===== src/rtl/gnr_node_pkg.sv =====
// Shared types and helpers for the gene-regulatory-network node.
// Holds the node FSM state type and a min-1 clog2 for counter sizing.
package gnr_node_pkg;

  typedef enum logic [1:0] {
    ST_IDLE,
    ST_RUN,
    ST_DONE
  } node_st_t;

  function automatic int clog2_min1(input int v);
    return (v <= 1) ? 1 : $clog2(v);
  endfunction

endpackage


===== src/rtl/gnr_pace_div.sv =====
// SLOW_DIV pulse divider for the slow trajectory copy.
// Ports: clk, rst (async active-low), load (preset to last slot), tick in, fire out.
module gnr_pace_div
  import gnr_node_pkg::*;
#(
  parameter int SLOW_DIV = 2
) (
  input  logic clk,
  input  logic rst,
  input  logic load,
  input  logic tick,
  output logic fire
);

  localparam int DW = clog2_min1(SLOW_DIV);
  localparam logic [DW-1:0] MAX = DW'(SLOW_DIV - 1);

  logic [DW-1:0] div_cnt;
  logic          hit;

  assign hit  = (div_cnt == MAX);
  assign fire = tick & hit;

  always_ff @(posedge clk or negedge rst) begin
    if (!rst) begin
      div_cnt <= '0;
    end else if (load) begin
      div_cnt <= MAX;
    end else if (tick) begin
      div_cnt <= hit ? '0 : div_cnt + 1'b1;
    end
  end

endmodule


===== src/rtl/gnr_node_cycle.sv =====
// GRN node with slow (s0) and fast (s1) state copies and attractor detection.
// Ports: clk, rst (async active-low), reset_nos, start_s0/s1, init_state,
// rhoa_s0/s1 in; s0, s1, rock_s0/s1, found, step_cnt out.
// Macro GNR_NODE_STEP_CNT_EN builds the saturating fast-step counter.
module gnr_node_cycle
  import gnr_node_pkg::*;
#(
  parameter int WIDTH    = 1,
  parameter int SLOW_DIV = 2,
  parameter int CNT_W    = 16
) (
  input  logic             clk,
  input  logic             rst,
  input  logic             reset_nos,
  input  logic             start_s0,
  input  logic             start_s1,
  input  logic [WIDTH-1:0] init_state,
  input  logic [WIDTH-1:0] rhoa_s0,
  input  logic [WIDTH-1:0] rhoa_s1,
  output logic [WIDTH-1:0] s0,
  output logic [WIDTH-1:0] s1,
  output logic [WIDTH-1:0] rock_s0,
  output logic [WIDTH-1:0] rock_s1,
  output logic             found,
  output logic [CNT_W-1:0] step_cnt
);

  node_st_t         state;
  logic             fire;
  logic [WIDTH-1:0] nxt_s0;
  logic [WIDTH-1:0] nxt_s1;

  // a reseed owns the cycle, so the divider must not also advance
  gnr_pace_div #(
    .SLOW_DIV(SLOW_DIV)
  ) u_div (
    .clk (clk),
    .rst (rst),
    .load(reset_nos),
    .tick(start_s0 & ~reset_nos),
    .fire(fire)
  );

  assign nxt_s0  = fire ? rhoa_s0 : s0;
  assign nxt_s1  = start_s1 ? rhoa_s1 : s1;
  assign rock_s0 = s0;
  assign rock_s1 = s1;

  always_ff @(posedge clk or negedge rst) begin
    if (!rst) begin
      s0    <= '0;
      s1    <= '0;
      found <= 1'b0;
      state <= ST_IDLE;
    end else if (reset_nos) begin
      s0    <= init_state;
      s1    <= init_state;
      found <= 1'b0;
      state <= ST_RUN;
    end else begin
      if (fire) s0 <= rhoa_s0;
      if (start_s1) s1 <= rhoa_s1;
      unique case (state)
        ST_RUN: begin
          // convergence is only judged on fast steps
          if (start_s1 && (nxt_s0 == nxt_s1)) begin
            state <= ST_DONE;
            found <= 1'b1;
          end
        end
        default: ;
      endcase
    end
  end

`ifdef GNR_NODE_STEP_CNT_EN
  logic [CNT_W-1:0] cnt;

  always_ff @(posedge clk or negedge rst) begin
    if (!rst) begin
      cnt <= '0;
    end else if (reset_nos) begin
      cnt <= '0;
    end else if (state == ST_RUN && start_s1 && cnt != '1) begin
      cnt <= cnt + 1'b1;
    end
  end

  assign step_cnt = cnt;
`else
  assign step_cnt = '0;
`endif

endmodule


===== config.mk =====
export PLATFORM = sky130hd
export DESIGN_NAME = gnr_node_cycle
export DESIGN_NICKNAME = d
export VERILOG_FILES = /design/src/rtl/gnr_node_pkg.sv /design/src/rtl/gnr_pace_div.sv /design/src/rtl/gnr_node_cycle.sv
export SDC_FILE = /design/constraint.sdc
export NUM_CORES = 1
export LEC_CHECK = 0
export ABC_CLOCK_PERIOD_IN_PS = 1000
export BUFFER_PORTS_ARGS = -buffer_cell sky130_fd_sc_hd__buf_2
export CAP_MARGIN = 20
export CORE_AREA = 2 2 39 41
export DETAILED_ROUTE_END_ITERATION = 10
export DIE_AREA = 0 0 41 43
export PLACE_DENSITY = 0.7
export SLEW_MARGIN = 0
export SYNTH_ARGS = -nofsm -noshare
export SYNTH_HDL_FRONTEND = slang
export SYNTH_SLANG_ARGS = --single-unit

===== constraint.sdc =====
create_clock -name clk -period 1 [get_ports clk]
set_input_delay 0.15 -clock clk [delete_from_list [all_inputs] [get_ports clk]]
set_output_delay 0.15 -clock clk [all_outputs]
set_load 0.01 [all_outputs]

==> results.json <==
{
  "worst_setup_path_start_kind": "flip-flop",
  "fin_crit_sh": 1.09,
  "drtIter0Drc": 1,
  "critPathMaxFanout": 5,
  "gp_congestion": 0.737,
  "post_drt_via_cell_ratio": 3.93,
  "rsz0062_at_grt": "true",
  "die_area_mm2": 0.00176,
  "clockRootBuffer": "clkbuf_4",
  "rows": 14,
  "power.share.sequential": 0.344,
  "power_switching_w": 0.000220,
  "max_freq_mhz": 914,
  "layout_setup_ws_ns": -0.0940,
  "wl_um": 837,
  "swShare": 0.308,
  "power.total_w": 0.000714,
  "post_drt_wl_per_cell_um": 10.2,
  "drc": 0,
  "place_ws_ns": -0.0873,
  "leakagePower_nw": 0.266,
  "p_clk_frac": 0.334,
  "comb_power_share": 0.322,
  "setup_violations": 5,
  "portBuffers": 12,
  "hpwl_um": 668,
  "synth_seq_cells": 5,
  "syn_area_um2": 425,
  "drv_cap": 0,
  "grt_max_degree": 7,
  "diodes": 0,
  "antenna_found_initial": 0,
  "nFillCells": 147,
  "first_global_vias": 312,
  "synth.avg_cell_area_um2": 9.05,
  "cts_buffers": 3,
  "io_pins": 29,
  "synth_top_cell_area_share": 0.318,
  "grt_use_total": 0.117,
  "fp.dieW_um": 41,
  "cts_tree": "yes",
  "yosysWarnings": 0,
  "clock-sinks": 5,
  "drv_slew": 0,
  "p_int_w": 0.000495,
  "tns_ns": -0.207,
  "worstSkewPairLatency_ns": 0.25,
  "core_region_area_mm2": 0.00138,
  "hold_viol_final": 0,
  "violations": "setup timing",
  "cp-end-kind": "flip-flop",
  "synth_area_leaders": "buf_4 (32%), dfrtp_1 (29%), a211oi_1 (5.3%)",
  "die_h_um": 43,
  "syn-instance-count": 47,
  "layout-drive-gt1-share": 0.439,
  "grt-ovfl-total": 0,
  "synth_top_area_cell": "buf_4",
  "postRouteAntennaNets": 0,
  "vias": 322,
  "yosysSeqAreaShare": 0.294,
  "vdd_drop_max_uv": 694,
  "grt_pass1_wl_mm": 1.36,
  "timing_worst_setup_path_type": "flip-flop to flip-flop",
  "fin_crit_ns": 1.09,
  "htree_levels": 1,
  "hold-path-cell-count": 3,
  "drt_pre_antenna_iters": 2,
  "clkTransAtPathRegs_ns": 0.05,
  "worstPathArrival_ns": 1.23,
  "p_per_area_mw_per_mm2": 1310,
  "fin_nets": 75,
  "initial_core_util": 0.307,
  "reg2reg_depth": 3,
  "crit_required_ns": 1.13,
  "hold_path_class": "input port to flip-flop",
  "syn2layout_area_growth_pct": 28.5,
  "status": "finished with violations",
  "place_area_um2": 453,
  "yosysUniqueCellTypes": 20,
  "skew_ns": 0.00724,
  "post-route-cell-area_um2": 547,
  "clock_tree.buffer_depth": 2
}
[layout by cell type, fill, tap and decap left out]
| cell | count |
|---|---|
| a211oi_1 | 1 |
| a211oi_2 | 2 |
| a21o_2 | 1 |
| and3_2 | 1 |
| buf_2 | 9 |
| buf_4 | 4 |
| buf_6 | 5 |
| clkbuf_1 | 1 |
| clkbuf_4 | 3 |
| conb_1 | 16 |
| dfrtp_1 | 5 |
| dlygate4sd3_1 | 1 |
| nand2_1 | 2 |
| nand2_2 | 1 |
| nand2b_1 | 1 |
| nand3_1 | 1 |
| nand3b_1 | 1 |
| nand4b_1 | 1 |
| nor2_1 | 2 |
| nor2b_1 | 2 |
| o221a_1 | 1 |
| o221ai_2 | 1 |
| or2_2 | 1 |
| or3_1 | 1 |
| xnor2_1 | 1 |
| xnor2_2 | 1 |
[worst max-delay path, stage by stage, from the launching register on]
cell     delay [ns]
dfrtp_1        0.40
nand2_2        0.06
or3_1          0.31
o221a_1        0.21
[state kept, by name (all words and copies together) (netlist names)]
| signal | cells |
|---|---|
| state | 1 |
| u_div.div_cnt | 1 |
| rock_s1 | 1 |
| rock_s0 | 1 |
| found | 1 |
[through the flow]
stage / util / hold slack, ns / cells
CTS: 0.387 / 0.153 / 82
finish: 0.395 / 0.161 / 82
global placement: 0.327 / -0.0286 / 76
detailed placement: 0.327 / -0.0258 / 76
floorplan: - / -0.146 / 62
global route: 0.395 / 0.195 / 82
[power by group through the flow]
stage                     sequential, W  combinational (W)  clock, W
after floorplan                0.000252           0.000150         0
after global placement         0.000244           0.000177         0
after detailed placement       0.000245           0.000181         0
after CTS                      0.000246           0.000224  0.000246
after global routing           0.000249           0.000255  0.000264
final                          0.000246           0.000230  0.000239
[per-layer routing]
layer	share of wire	GRT usage	up-vias
met5	0	0	-
met4	0	0.0800	0
met3	0.081	0.0314	0
met2	0.50	0.156	15
met1	0.42	0.158	144
li1	-	-	163
[cells in the mapped netlist]
cell type	n
buf_6	1
a211oi_1	3
a21o_2	1
nor2_1	2
nand4b_1	1
xnor2_1	2
nand3b_1	1
or3_1	1
conb_1	1
or2_2	1
nand3_1	1
dfrtp_1	5
and3_2	1
nand2b_1	1
nand2_2	1
buf_4	18
o221a_1	1
nand2_1	2
nor2b_1	2
o221ai_1	1
[worst paths after layout]
check                              startpoint            end  slack, ns
worst max-delay path            u_div.div_cnt       state[0]      -0.09
worst max register to register  u_div.div_cnt       state[0]      -0.09
min in group asynchronous                 rst  u_div.div_cnt       0.26
max in group asynchronous                 rst        rock_s0       0.60
worst min register to register       state[0]       state[0]       0.60
worst min-delay path               init_state        rock_s0       0.16
[cell families (layout without fill, tap and decap cells)]
kind of cell    count (synthesis)  after routing  synth area share
buf+inv                        19             23             0.344
flops                           5              5             0.294
xor+xnor                        2              2            0.0412
other cells                     1             16           0.00882
simple gates                   14             14             0.191
compound gates                  6              6             0.121
[final cells by class]
type / instances / area (um2) / area share
Timing Repair Buffer: 19 / 141 / 0.259
Sequential cell: 5 / 125 / 0.229
Clock buffer: 4 / 26.3 / 0.0481
Multi-Input combinational cell: 38 / 234 / 0.428
Tap cell: 16 / 20.0 / 0.0366
[what timing repair did]
action                                 in CTS  in global routing
setup endpoints to repair                   7                  8
setup buffers                               1                  0
gates resized for setup                     7                  2
endpoints found under the hold margin       5                  0
hold buffers                                1                  0
pin swaps                                   0                  1
No activity file was read; power rests on OpenSTA's default activity.
